File: src/rtl/prdec_pkg.sv
// Shared types and helpers for the priority-decoder sequencer.
// Default widths match the 6-input priority encoder upstream.
package prdec_pkg;

  localparam int N_OUT_DEF  = 6;
  localparam int CODE_W_DEF = 3;
  localparam int GAP_W      = 4;

  typedef enum logic [1:0] {
    IDLE,
    PRESENT,
    GAP
  } state_t;

  // Wide one-hot; callers truncate to their own output width.
  function automatic logic [63:0] code2onehot(input logic [7:0] code);
    return 64'd1 << code;
  endfunction

endpackage

File: src/rtl/prdec_fifo.sv
// Small synchronous FIFO holding legal codes between the input filter and the replay FSM.
// Pointers wrap modulo DEPTH; the registered count spans 0..DEPTH.
module prdec_fifo #(
  parameter int DEPTH = 4,
  parameter int W     = 3
) (
  input  logic         clk,
  input  logic         rst,
  input  logic         push,
  input  logic         pop,
  input  logic [W-1:0] wdata,
  output logic [W-1:0] rdata,
  output logic         full,
  output logic         empty
);

  localparam int AW = $clog2(DEPTH);
  localparam logic [AW:0] FULL_CNT = (AW + 1)'(DEPTH);

  logic [W-1:0]  mem [DEPTH];
  logic [AW-1:0] wr_ptr;
  logic [AW-1:0] rd_ptr;
  logic [AW:0]   cnt;
  logic          do_push;
  logic          do_pop;

  assign full    = (cnt == FULL_CNT);
  assign empty   = (cnt == '0);
  assign do_push = push && !full;
  assign do_pop  = pop && !empty;
  assign rdata   = mem[rd_ptr];

  always_ff @(posedge clk) begin
    if (do_push) begin
      mem[wr_ptr] <= wdata;
    end
  end

  // A simultaneous push and pop leaves the count unchanged.
  always_ff @(posedge clk or posedge rst) begin
    if (rst) begin
      wr_ptr <= '0;
      rd_ptr <= '0;
      cnt    <= '0;
    end else begin
      if (do_push) begin
        wr_ptr <= wr_ptr + 1'b1;
      end
      if (do_pop) begin
        rd_ptr <= rd_ptr + 1'b1;
      end
      case ({do_push, do_pop})
        2'b10:   cnt <= cnt + 1'b1;
        2'b01:   cnt <= cnt - 1'b1;
        default: cnt <= cnt;
      endcase
    end
  end

endmodule

File: src/rtl/prdec_seq.sv
// Replays buffered (code, valid) tokens from the priority encoder as one-hot request vectors.
// Define PRDEC_STATS_EN to add drop_cnt_o, a saturating count of tokens discarded at the input.
module prdec_seq
  import prdec_pkg::*;
#(
  parameter int N_OUT   = N_OUT_DEF,
  parameter int CODE_W  = CODE_W_DEF,
  parameter int DEPTH   = 4,
  parameter int GAP_CYC = 0
) (
  input  logic              clk,
  input  logic              rst,
  input  logic              in_valid,
  output logic              in_ready,
  input  logic [CODE_W-1:0] code_i,
  input  logic              v_i,
  output logic              out_valid,
  input  logic              out_ready,
  output logic [N_OUT-1:0]  o,
  output logic              err_o,
  input  logic              err_clr
`ifdef PRDEC_STATS_EN
  ,
  output logic [7:0]        drop_cnt_o
`endif
);

  localparam logic [CODE_W:0]    N_OUT_C  = (CODE_W + 1)'(N_OUT);
  localparam logic [GAP_W-1:0]   GAP_INIT = GAP_W'(GAP_CYC > 0 ? GAP_CYC - 1 : 0);

  logic              fifo_full;
  logic              fifo_empty;
  logic [CODE_W-1:0] fifo_code;
  logic              accept;
  logic              code_ok;
  logic              illegal;
  logic              push;
  logic              pop;

  state_t            state_q, state_d;
  logic [GAP_W-1:0]  gap_q, gap_d;
  logic              out_valid_d;
  logic [N_OUT-1:0]  o_d;

  // in_ready follows the registered full flag only, so a pop never frees a slot in the same cycle.
  assign in_ready = !rst && !fifo_full;
  assign accept   = in_valid && in_ready;
  assign code_ok  = ({1'b0, code_i} < N_OUT_C);
  assign illegal  = v_i && !code_ok;
  assign push     = accept && v_i && code_ok;

  prdec_fifo #(
    .DEPTH (DEPTH),
    .W     (CODE_W)
  ) u_fifo (
    .clk   (clk),
    .rst   (rst),
    .push  (push),
    .pop   (pop),
    .wdata (code_i),
    .rdata (fifo_code),
    .full  (fifo_full),
    .empty (fifo_empty)
  );

  // A fresh illegal token outranks a clear request in the same cycle.
  always_ff @(posedge clk or posedge rst) begin
    if (rst) begin
      err_o <= 1'b0;
    end else if (accept && illegal) begin
      err_o <= 1'b1;
    end else if (err_clr) begin
      err_o <= 1'b0;
    end
  end

`ifdef PRDEC_STATS_EN
  logic drop;
  assign drop = accept && !(v_i && code_ok);

  always_ff @(posedge clk or posedge rst) begin
    if (rst) begin
      drop_cnt_o <= '0;
    end else if (drop && (drop_cnt_o != 8'hFF)) begin
      drop_cnt_o <= drop_cnt_o + 8'd1;
    end
  end
`endif

  always_ff @(posedge clk or posedge rst) begin
    if (rst) begin
      state_q   <= IDLE;
      gap_q     <= '0;
      out_valid <= 1'b0;
      o         <= '0;
    end else begin
      state_q   <= state_d;
      gap_q     <= gap_d;
      out_valid <= out_valid_d;
      o         <= o_d;
    end
  end

  always_comb begin
    state_d     = state_q;
    gap_d       = gap_q;
    out_valid_d = out_valid;
    o_d         = o;
    pop         = 1'b0;
    case (state_q)
      IDLE: begin
        if (!fifo_empty) begin
          pop         = 1'b1;
          o_d         = N_OUT'(code2onehot(8'(fifo_code)));
          out_valid_d = 1'b1;
          state_d     = PRESENT;
        end
      end
      PRESENT: begin
        if (out_ready) begin
          out_valid_d = 1'b0;
          o_d         = '0;
          if (GAP_CYC > 0) begin
            gap_d   = GAP_INIT;
            state_d = GAP;
          end else begin
            state_d = IDLE;
          end
        end
      end
      GAP: begin
        if (gap_q == '0) begin
          state_d = IDLE;
        end else begin
          gap_d = gap_q - 1'b1;
        end
      end
      default: begin
        state_d = IDLE;
      end
    endcase
  end

endmodule

File: config.mk
export PLATFORM = sky130hd
export DESIGN_NAME = prdec_seq
export DESIGN_NICKNAME = d
export VERILOG_FILES = /design/src/rtl/prdec_pkg.sv /design/src/rtl/prdec_fifo.sv /design/src/rtl/prdec_seq.sv
export SDC_FILE = /design/constraint.sdc
export NUM_CORES = 1
export LEC_CHECK = 0
export BUFFER_PORTS_ARGS = -buffer_cell sky130_fd_sc_hd__buf_4
export CORE_ASPECT_RATIO = 1.75
export CORE_MARGIN = 4
export CORE_UTILIZATION = 40
export CTS_BUF_LIST = sky130_fd_sc_hd__clkbuf_8
export DETAILED_ROUTE_END_ITERATION = 10
export SLEW_MARGIN = 20
export SYNTH_ARGS = -nofsm -noshare
export SYNTH_HDL_FRONTEND = slang
export SYNTH_HIERARCHICAL = 1
export SYNTH_SLANG_ARGS = --single-unit
File: constraint.sdc
create_clock -name clk -period 3.6 [get_ports clk]
set_clock_uncertainty 0.05 [all_clocks]
set_input_delay 0.36 -clock clk [delete_from_list [all_inputs] [get_ports clk]]
set_output_delay 0.36 -clock clk [all_outputs]
set_load 0.02 [all_outputs]
# Word-level counts from Yosys, hierarchy flattened
# Memories as Yosys holds them, arrays and structs flattened.
# Index checks and enable logic that the tools add are counted.
[op_classes] n_addsub=5 mul=0 order_cmp=1 muxes=17 reduce_logical=21 shifts=1 div=0 eq_ne=8 n_bitwise=1
[ops] operator="$mux 6" count=2
[ops] operator="$pmux 6 s2" count=1
[ops] operator="$logic_and 1x1->1" count=8
[ops] operator="$mux 1" count=8
[ops] operator="$mux 2" count=3
[ops] operator="$ne 2x2->1 const B" count=3
[ops] operator="$pmux 2 s3" count=1
[ops] operator="$pmux 3 s2" count=1
[ops] operator="$reduce_and 3->1" count=2
[ops] operator="$reduce_bool 2->1" count=3
[ops] operator="$shl 1x3->6 const A" count=1
[ops] operator="$add 2x1->2 const B" count=2
[ops] operator="$eq 2x1->1 const B" count=2
[ops] operator="$eq 2x2->1 const B" count=2
[ops] operator="$logic_not 1->1" count=4
[ops] operator="$logic_not 4->1" count=1
[ops] operator="$sub 4x1->4 const B" count=1
[ops] operator="$add 3x1->3 const B" count=1
[ops] operator="$eq 3x3->1 const B" count=1
[ops] operator="$logic_not 3->1" count=1
[ops] operator="$lt 3x3->1 const B" count=1
[ops] operator="$sub 3x1->3 const B" count=1
[ops] operator="$logic_not 2->1" count=1
[ops] operator="$pmux 1 s2" count=1
[ops] operator="2 further kinds" count=2
[word_totals] register_bits=21 romBits=0 n_memories=1 input_bits=9 out_inout_bits=9 latchBits=0 ram_bits=12
[memory_table] name="u_fifo.mem" depth=4 width=3 read_ports=1 rd_clocked_by_memory_dff=0 write_ports=1 line="prdec_fifo.sv:20" source="logic [W-1:0] mem [DEPTH];"

# Logic depth before layout (Yosys ltp)
# Gate-level depths: netlist of the first run.
[depth] depth_word=9 depth_mapped=12 mapped_depth_nobuf=12

# Cells and area by module
# The synthesis of the first run kept the hierarchy.
[modules_own_cells] mod="prdec_fifo" instances=1 area_each_um2=878.3 seq_area_each_um2=535.5 cells_per_inst=54
[modules_own_cells] mod="prdec_seq" instances=1 area_each_um2=346.6 seq_area_each_um2=200.2 cells_per_inst=29

# Worst setup path before layout of the first run
# OpenSTA, ideal clock, no wires.
[synth_timing] path_kind="register -> register" start="reg u_fifo.cnt[2]" end="reg u_fifo.cnt[2]" setup_ps=125 t_required_ps=3425 path_slack_ps=1238 t_arrival_ps=2187 path_stages_with_launch=13 cell_sequence="dfrtp_1 -> nor3b_4 -> nor2_1 -> nand3_1 -> a21oi_1 -> nor2b_4 -> inv_1 -> ha_1 -> inv_1 -> fa_1 -> xor2_1 -> nor2_1 -> xor2_1"
[synth_between] elab_chain_len=9 word_cells_on_any_way=18 classes_between="2 x add/sub; 3 x eq/ne; 3 x mux; 10 x reduce/logical"
[synth_lines] element="start: declaration" line="prdec_fifo.sv:23" source="logic [AW:0] cnt;"
[synth_lines] element="start signal: assignment" line="prdec_fifo.sv:53" source="2'b10: cnt <= cnt + 1'b1;"
[synth_lines] element="start signal: assignment" line="prdec_fifo.sv:54" source="2'b01: cnt <= cnt - 1'b1;"
[synth_lines] element="start signal: assignment" line="prdec_fifo.sv:55" source="default: cnt <= cnt;"
[synth_lines] element="$eq 3x3->1 (*)" line="prdec_fifo.sv:27" source="assign full = (cnt == FULL_CNT);"
[synth_lines] element="net fifo_full" line="prdec_seq.sv:31" source="logic fifo_full;"
[synth_lines] element="$logic_not 1->1 (*)" line="prdec_seq.sv:46" source="assign in_ready = !rst && !fifo_full;"
[synth_lines] element="$logic_and 1x1->1 (*)" line="prdec_seq.sv:46"
[synth_lines] element="net in_ready" line="prdec_seq.sv:14" source="output logic in_ready,"
[synth_lines] element="$logic_and 1x1->1 (*)" line="prdec_seq.sv:47" source="assign accept = in_valid && in_ready;"
[synth_lines] element="$logic_and 1x1->1 (*) (2 in a row)" line="prdec_seq.sv:50" source="assign push = accept && v_i && code_ok;"
[synth_lines] element="net push" line="prdec_seq.sv:37" source="logic push;"
[synth_lines] element="$logic_and 1x1->1 (*)" line="prdec_fifo.sv:29" source="assign do_push = push && !full;"
[synth_lines] element="$eq 2x1->1 / $eq 2x2->1 (equally long branches)" line="prdec_fifo.sv:52" source="case ({do_push, do_pop})"
[synth_lines] element="$pmux 3 s2 / $reduce_bool 2->1 (equally long branches)"
# The timed path passes the listed nets; every way through them passes the cells marked *.
# A chain may end at the register's enable or synchronous reset.

# Worst setup path after layout of the first run
[layout_timing] start="in rst" end="reg u_fifo.cnt[2]"
[layout_between] elab_chain_len=8 word_cells_on_any_way=10 classes_between="2 x eq/ne; 1 x mux; 7 x reduce/logical"
[layout_lines] element="start: declaration" line="prdec_seq.sv:12" source="input logic rst,"
[layout_lines] element="$logic_not 1->1 (no line) (*)"
[layout_lines] element="$logic_and 1x1->1 (*)" line="prdec_seq.sv:46"
[layout_lines] element="$logic_and 1x1->1 (*)" line="prdec_seq.sv:47"
[layout_lines] element="$logic_and 1x1->1 (*) (2 in a row)" line="prdec_seq.sv:50"
[layout_lines] element="net push" line="prdec_seq.sv:37"
[layout_lines] element="$logic_and 1x1->1 (*)" line="prdec_fifo.sv:29"
[layout_lines] element="$eq 2x1->1 / $eq 2x2->1 (equally long branches)" line="prdec_fifo.sv:52"
[layout_lines] element="$pmux 3 s2 / $reduce_bool 2->1 (equally long branches)"
# Marked as above.

==> impl.org, run 1 <==
** Layout
- Compared with the post-synthesis result, the final layout area differs by 17.8%.
- Area taken by multi-input logic gates :: 450 um2
- Summing all flip-flop and latch instances after layout gives 736 um2.
- N_diodes :: 0
- Most common cell after layout, fill and taps aside :: sky130_fd_sc_hd__buf_4
- Filler cell count in the final layout :: 266
- Util after Layout :: 0.493
- In the layout the commonest cells are 17 x sky130_fd_sc_hd__buf_4, 15 x sky130_fd_sc_hd__dfrtp_1, 12 x sky130_fd_sc_hd__edfxtp_1.
- Of the cells placed in the final design, the portion with a size suffix greater than 1 is 0.337.
- Nets :: 120

** Synth
- Synthesis produced 83 cells.
- For this run, the register share of the synthesized area comes to 0.601.
- Each instance of the synthesized netlist takes up on average 14.8 um2.
- Number of register bits inferred by synthesis :: 27
- Yosys mapped the design onto 32 distinct sky130hd cell types.
- Most area-consuming cells after synthesis :: sky130_fd_sc_hd__dfrtp_1 31%, sky130_fd_sc_hd__edfxtp_1 29%, sky130_fd_sc_hd__mux4_2 5.5%
- When the netlist entered floorplanning its net count stood at 98.
- Largest area contributor in the netlist :: sky130_fd_sc_hd__dfrtp_1
- Mapped Area :: 0.00122 mm2
- The Yosys step of the flow raised 6 warnings.
- Of the post-synthesis cell area, the dominant cell type holds 0.306.

** Setup path
- Library cell contributing the largest single delay on the critical path :: sky130_fd_sc_hd__dlygate4sd3_1
- Kind of critical path :: input pin to register
- Data arrival time of the worst path :: 2.53 ns
- Together, buffers and inverters on the worst path number 4.
- Critical path peak fanout :: 7
- For the worst setup path, the data required time is 3.71 ns.
- The worst setup path is launched from an input pin.
- Traced cell by cell, the critical path runs through dlygate4sd3_1 > buf_4 > nor2_1 > nand3_1 > a21oi_1 > nor2b_4 > inv_1 > ha_1 > inv_1 > fa_1 > xor2_1 > nor2_1 > xor2_1.
- Reg2Reg Launch Point :: u_fifo/cnt[0]
- Largest stage delay, worst path :: 0.54 ns
- Critical Path Source :: rst
- Broken down by cell family, the worst path's largest delay share belongs to buffers and inverters.
- The worst setup path is captured at a register.

** Placement
- The HPWL after detailed placement is 1610 um.
- Routability-driven placement finished with a final weighted congestion of 0.710.
- Buffers placed on the I/O ports in this run total 17.

** Die
- Die Outline Area :: 0.00405 mm2
- After floorplanning, the core was sized to cover 0.00293 mm2.
- Floorplan die width :: 49.8 um
- Starting Density :: 0.418
- Number of top-level pins :: 18
- Measured along the y axis, the die boundary spans 81.2 um.
- Count of standard-cell rows :: 26

** Timing
- Maximum clock frequency :: 414 MHz
- Final Critical Period :: 2.42 ns
- Max-slew headroom at the worst pin :: 0.675
- For the final routed database, the setup TNS stands at 0 ns.
- Transition time at the pin with the least slew margin :: 0.484 ns
- Hold violation total from the final report :: 0
- Setup violations remaining at the end of the flow were counted as 0.
- Hold timing on the final database bottoms out at a slack of 0.206 ns.
- Setup repair after global routing left no endpoint under its margin.
- Final worst-path cycle share :: 0.671
- The max-slew violation count was 0.

** Drt
- Vias per cell :: 5.27
- Wirelength, routed :: 2020 um
- The count of nets left with antenna violations once routing finished came out at 0.
- In the final routed layout, each cell accounts on average for 15.3 um.
- The first routing iteration left 11 violations.
- Number of optimization iterations in the first detailed-route pass :: 4
- Total DRC errors in the routed layout :: 0
- Vias :: 695

** Status
- Run status :: finished clean

** Clock network
- Post-CTS setup repair buffer count :: 0
- After clock tree synthesis, the clock-pin slew on the worst setup and hold paths is 0.10 ns.
- Resized Gates After CTS :: 0
- Number of sinks handled by clock tree synthesis :: 27
- TritonCTS created 3 clock buffers.
- Clock tree from TritonCTS :: built
- Latest clock arrival within the worst-skew pair :: 0.27 ns
- Counting along the longest clock path gives a buffer depth of 2.
- CTS H-Tree Depth :: 1
- In this run the clock root is driven by a sky130_fd_sc_hd__clkbuf_8.

** Global route
- Total track usage :: 0.114
- Number of global-route vias before repair :: 755
- Summed over all layers, the global routing overflow is 0.
- Initial antenna violation count :: 0
- Pin count of the biggest net entering global routing :: 18
- The first global-routing pass estimated 3430 um of wire.

** Power
- Power spread over the standard cell area amounts to 741 mW/mm2.
- Sw frac :: 0.359
- Total power for the finished layout comes to 1.07 mW.
- Summed over all nets, the switching power comes to 384 uW.
- Part of the power in registers :: 0.456
- Cell internal power was estimated by the tool at 685 uW.
- Of the total power, the clock network draws 0.166.
- The share of total power dissipated in combinational logic is 0.379.
- Peak supply drop :: 0.000466 V
- In this run the static leakage power is 0.638 nW.

** Job
- The tool flagged a number of max-cap violations equal to 0.

** Min path
- Hold path startpoint :: err_clr
- The tightest min-delay check is of the input pin to register type.
## area by class of cell
cell class	instances	area share
Clock buffer	3	0.0286
Clock inverter	1	0.00607
Inverter	9	0.0234
Multi-Input combinational cell	46	0.312
Sequential cell	27	0.510
Tap cell	28	0.0243
Timing Repair Buffer	18	0.0954
## synthesized netlist by cell type, drive strengths merged
cell	instances
nor2	4
nand3	1
o22ai	1
a22o	2
mux2i	2
mux2	1
fa	1
a21oi	2
nand2	3
and2	4
nor3	2
dfrtp	15
inv	9
nor2b	2
a32o	2
nand4b	1
edfxtp	12
xor2	3
buf	1
nor3b	1
o2bb2ai	1
o31a	1
ha	5
a21bo	1
mux4	3
xnor2	3
## metrics by stage
| stage | worst slack, ns | instance area (um2) | cells |
|---|---|---|---|
| after floorplan | 1.24 | 1220 | 83 |
| after global placement | 1.34 | 1380 | 127 |
| after detailed placement | 1.26 | 1380 | 127 |
| after CTS | 1.17 | 1440 | 132 |
| after global routing | 0.956 | 1440 | 132 |
| final | 1.18 | 1440 | 132 |
## worst paths after layout
check / cells after the start / slack, ns / endpoint
worst max-delay path: 13 / 1.18 / u_fifo/cnt[2]
worst min-delay path: 2 / 0.21 / err_o
worst max register to register: 12 / 1.26 / u_fifo/cnt[2]
worst min register to register: 1 / 0.44 / o[2]
max in group asynchronous: 3 / 2.68 / o[0]
min in group asynchronous: 3 / 0.54 / u_fifo/wr_ptr[1]
## cells by family after synthesis
group	after synthesis	share of synthesized area
xor gates and xnor gates	6	0.0429
and+or+nand+nor	18	0.102
muxes	6	0.0838
DFF	27	0.601
adders and majority gates	6	0.0674
AOI/OAI and AO/OA	10	0.0715
buffers and inverters	10	0.0317
## sequential cells by signal, summed over array words and instances, names as in the netlist
register       cells
u_fifo/wr_ptr      2
u_fifo/rd_ptr      2
u_fifo/mem        12
u_fifo/cnt         3
out_valid          1
err_o              1
o                  6
## worst register-to-register path, cell delays in order, from the launching register on
cell and delay, ns:
sky130_fd_sc_hd__dfrtp_1 0.47, sky130_fd_sc_hd__nor3b_4 0.27, sky130_fd_sc_hd__nor2_1 0.09, sky130_fd_sc_hd__nand3_1 0.11
sky130_fd_sc_hd__a21oi_1 0.05, sky130_fd_sc_hd__nor2b_4 0.15, sky130_fd_sc_hd__inv_1 0.06, sky130_fd_sc_hd__ha_1 0.17
sky130_fd_sc_hd__inv_1 0.06, sky130_fd_sc_hd__fa_1 0.37, sky130_fd_sc_hd__xor2_1 0.15, sky130_fd_sc_hd__nor2_1 0.12
sky130_fd_sc_hd__xor2_1 0.15
## per-layer routing
metal / track usage / up-vias / routed length (um)
met5: 0 / - / 0
met4: 0.0665 / 0 / 18
met3: 0.0165 / 2 / 83
met2: 0.218 / 17 / 1150
met1: 0.115 / 338 / 772
li1: - / 338 / -
## repair_timing
item | 4_1_cts | 5_1_grt
endpoints found under the hold margin | 7 | 0
hold buffers | 1 | 0
setup endpoints to repair | 0 | 0
## power by group through the flow
stage          Clock (mW)  Combinational [mW]  Sequential (mW)
4_1_cts             0.186               0.410            0.490
3_3_place_gp            0               0.402            0.490
2_1_floorplan           0               0.289            0.497
5_1_grt             0.199               0.446            0.502
6_report            0.177               0.405            0.487
3_5_place_dp            0               0.408            0.496
(Power assumes the default switching activity.)
==> run 2: changes to the inputs <==
clock period = 2.3 ns   (was 3.6 ns; I/O delays follow)
==> impl.org, run 2 (synthesis gave the netlist of run 1 again) <==
** Status
- Run status :: finished clean (unchanged)

** Drt
- Vias :: 726 (was 695)
- The detailed-route vias per instance was 5.22 (was 5.27).
- Drt wl/cell :: 14.6 um (was 15.3 um)
- The iteration-0 DRC count of the detailed router was 22 (was 11).
- The count of nets left with antenna violations after detail routing came to 0 (unchanged).
- The wire length reported by the detailed router was 2030 um (was 2020 um).
- Total DRC errors in the routed layout :: 0 (unchanged)
- Number of optimization iterations in the first detailed-route pass :: 2 (was 4)

** Placement
- Routability cong. :: 0.664 (was 0.710)
- Half-perimeter wire length after placement :: 1670 um (was 1610 um)
- The number of input and output port buffers inserted was 17 (unchanged).

** Setup path
- Kind of start point of the critical path :: register (was input pin)
- Number of cells traversed by the worst register-to-register path :: 12 (unchanged)
- R2r setup slk :: 0.17 ns (was 1.26 ns)
- Critical path peak fanout :: 3 (was 7)
- The data required time of the critical path is 2.45 ns (was 3.71 ns).
- The arrival time of the worst setup path was 2.28 ns (was 2.53 ns).
- Critical register-to-register path endpoint :: u_fifo/cnt[2] (unchanged)
- Kind of capture point of the worst setup path :: register (unchanged)
- Kind of critical path :: register to register (was input pin to register)
- Reg2Reg Launch Point :: u_fifo/cnt[1] (was u_fifo/cnt[0])

** Die
- The floorplan die area was 0.00405 mm2 (unchanged).
- The total number of placement rows is 26 (unchanged).
- Starting Density :: 0.418 (unchanged)
- Core outline area :: 0.00293 mm2 (unchanged)
- Number of top-level pins :: 18 (unchanged)
- The die extent in x was 49.8 um (unchanged).
- The y dimension of the die was 81.2 um (unchanged).

** Timing
- Worst hold slack :: 0.0845 ns (was 0.206 ns)
- Transition time at the pin with the least slew margin :: 0.338 ns (was 0.484 ns)
- Endpoints failing setup :: 0 (unchanged)
- The routed design could run at a clock period as short as 2.13 ns.
- The max-slew violation count was 0 (unchanged).
- Max-slew headroom at the worst pin :: 0.774 (was 0.675)
- Setup tns final :: 0 ns (unchanged)
- Dividing the final minimum period by the clock period gives 0.927.
- The total count of hold-check failures in the final report was 0 (unchanged).
- Unrepaired setup endpoints after global routing: no (unchanged).
- Derived from the worst setup path, the maximum achievable clock frequency is 469 MHz.

** Layout
- The register with the highest flop count was u_fifo/mem (unchanged).
- Max reg flops :: 12 (unchanged)
- Most common cell after layout, fill and taps aside :: sky130_fd_sc_hd__buf_4 (unchanged)
- Commonest cells after routing, fill and taps aside :: 24 x sky130_fd_sc_hd__buf_4, 14 x sky130_fd_sc_hd__dfrtp_1, 12 x sky130_fd_sc_hd__edfxtp_1 (was 17 x sky130_fd_sc_hd__buf_4, 15 x sky130_fd_sc_hd__dfrtp_1, 12 x sky130_fd_sc_hd__edfxtp_1)
- The antenna diode count is 0 (unchanged).
- The count of nets after finishing came to 127 (was 120).
- Largest regs :: u_fifo/mem (12), o (6), u_fifo/cnt (3) (unchanged)
- The area added between synthesis and finish is 23.6% (was 17.8%).
- Filler cell count in the final layout :: 267 (was 266)
- The fraction of layout cells with a size suffix above 1 is 0.423 (was 0.337).

** Power
- The part of the power in combinational logic is 0.421 (was 0.379).
- The net switching power was 630 uW (was 384 uW).
- The share of power burned in the clock network was 0.160 (was 0.166).
- The leakage power summed over all cells came to 0.673 nW (was 0.638 nW).
- The power density over the cells was 1170 mW/mm2 (was 741 mW/mm2).
- Sw frac :: 0.356 (was 0.359)
- Internal Power :: 1.14 mW (was 685 uW)
- The worst supply voltage drop on vdd came to 0.000530 V (was 0.000466 V).
- The proportion of power drawn by flip-flops and latches was 0.419 (was 0.456).

** Global route
- The number of global-route vias before repair was 809 (was 755).
- The total global routing track utilization was 0.116 (was 0.114).
- Residual overflow from global routing :: 0 (unchanged)
- The initial antenna violation count was 0 (unchanged).
- Pin count of the biggest net entering global routing :: 18 (unchanged)
- The global-route wire length before repair came to 3580 um (was 3430 um).

** Clock network
- The CTS tree is built (unchanged).
- The total number of H-tree levels came to 1 (unchanged).
- Number of buffers created by CTS :: 3 (unchanged)
- The clock-pin slew on the worst setup and hold paths came to 0.09 ns (was 0.10 ns).
- CTS root buf :: sky130_fd_sc_hd__clkbuf_8 (unchanged)
- Latest clock arrival within the worst-skew pair :: 0.28 ns (was 0.27 ns)
- The deepest clock path buffer count is 2 (unchanged).
- The number of clock sinks was 27 (unchanged).

** Min path
- Hold path startpoint :: err_clr (unchanged)
- WHS Path Cells :: 2 (unchanged)
- Endpoint of the worst hold-timing path :: err_o (unchanged)
- Worst hold path class :: input pin to register (unchanged)

** Job
- The max capacitance violation total is 0 (unchanged).
-- run 2: timing repair --
action / 4_1_cts / 5_1_grt
hold buffers: 1 / 0
endpoints found under the hold margin: 15 / 0
buffers inserted: 0 / 2
gates resized for setup: 0 / 5
endpoints found under the setup margin: 0 / 2
-- run 2: metrics by stage --
| step | total power, mW | setup WS, ns | util | cell area [um2] | instances |
|---|---|---|---|---|---|
| 2_1_floorplan | 1.23 | 0.0535 | - | 1230 | 83 |
| 3_3_place_gp | 1.44 | 0.135 | 0.486 | 1420 | 132 |
| 3_5_place_dp | 1.47 | 0.109 | 0.486 | 1420 | 132 |
| 4_1_cts | 1.75 | 0.0856 | 0.506 | 1480 | 137 |
| 5_1_grt | 1.91 | 0.000189 | 0.517 | 1510 | 139 |
| 6_report | 1.77 | 0.167 | 0.517 | 1510 | 139 |
-- run 2: worst max path at each step --
stage                  startpoint       endpoint  slack [ns]  depth (start not counted)
floorplan           u_fifo/cnt[0]  u_fifo/cnt[2]        0.05                         12
global placement    u_fifo/cnt[0]  u_fifo/cnt[2]        0.14                         10
detailed placement  u_fifo/cnt[1]  u_fifo/cnt[2]        0.11                         12
CTS                 u_fifo/cnt[1]  u_fifo/cnt[2]        0.09                         12
global route        u_fifo/cnt[1]  u_fifo/cnt[2]      0.0002                         12
finish              u_fifo/cnt[1]  u_fifo/cnt[2]        0.17                         12
-- run 2: area by class of cell --
type / count / area, um2 / share of cell area
Clock buffer: 3 / 41.3 / 0.0273
Sequential cell: 27 / 737 / 0.487
Tap cell: 28 / 35.0 / 0.0231
Multi-Input combinational cell: 46 / 468 / 0.309
Timing Repair Buffer: 25 / 190 / 0.126
Inverter: 9 / 33.8 / 0.0223
Clock inverter: 1 / 8.76 / 0.00579
-- run 2: per-layer routing --
metal,track usage,part of all wire
met1,0.127,0.41
met2,0.215,0.53
met3,0.0147,0.038
met4,0.0582,0.019
met5,0,0
-- run 2: power by group through the flow --
| stage | sequential [mW] | combinational, mW | clock [mW] |
|---|---|---|---|
| after floorplan | 0.778 | 0.454 | 0 |
| after global placement | 0.752 | 0.691 | 0 |
| after detailed placement | 0.757 | 0.715 | 0 |
| after CTS | 0.747 | 0.716 | 0.290 |
| after global routing | 0.764 | 0.836 | 0.306 |
| final | 0.742 | 0.745 | 0.283 |
-- run 2: critical path, cell delays in order, from the launching register on --
cell,delay [ns]
sky130_fd_sc_hd__dfrtp_2,0.44
sky130_fd_sc_hd__nor3b_4,0.26
sky130_fd_sc_hd__nor2_4,0.06
sky130_fd_sc_hd__nand3_2,0.08
sky130_fd_sc_hd__a21oi_1,0.04
sky130_fd_sc_hd__nor2b_4,0.12
sky130_fd_sc_hd__inv_1,0.05
sky130_fd_sc_hd__ha_2,0.17
sky130_fd_sc_hd__inv_1,0.05
sky130_fd_sc_hd__fa_2,0.33
sky130_fd_sc_hd__xor2_1,0.14
sky130_fd_sc_hd__nor2_1,0.13
sky130_fd_sc_hd__xor2_1,0.15
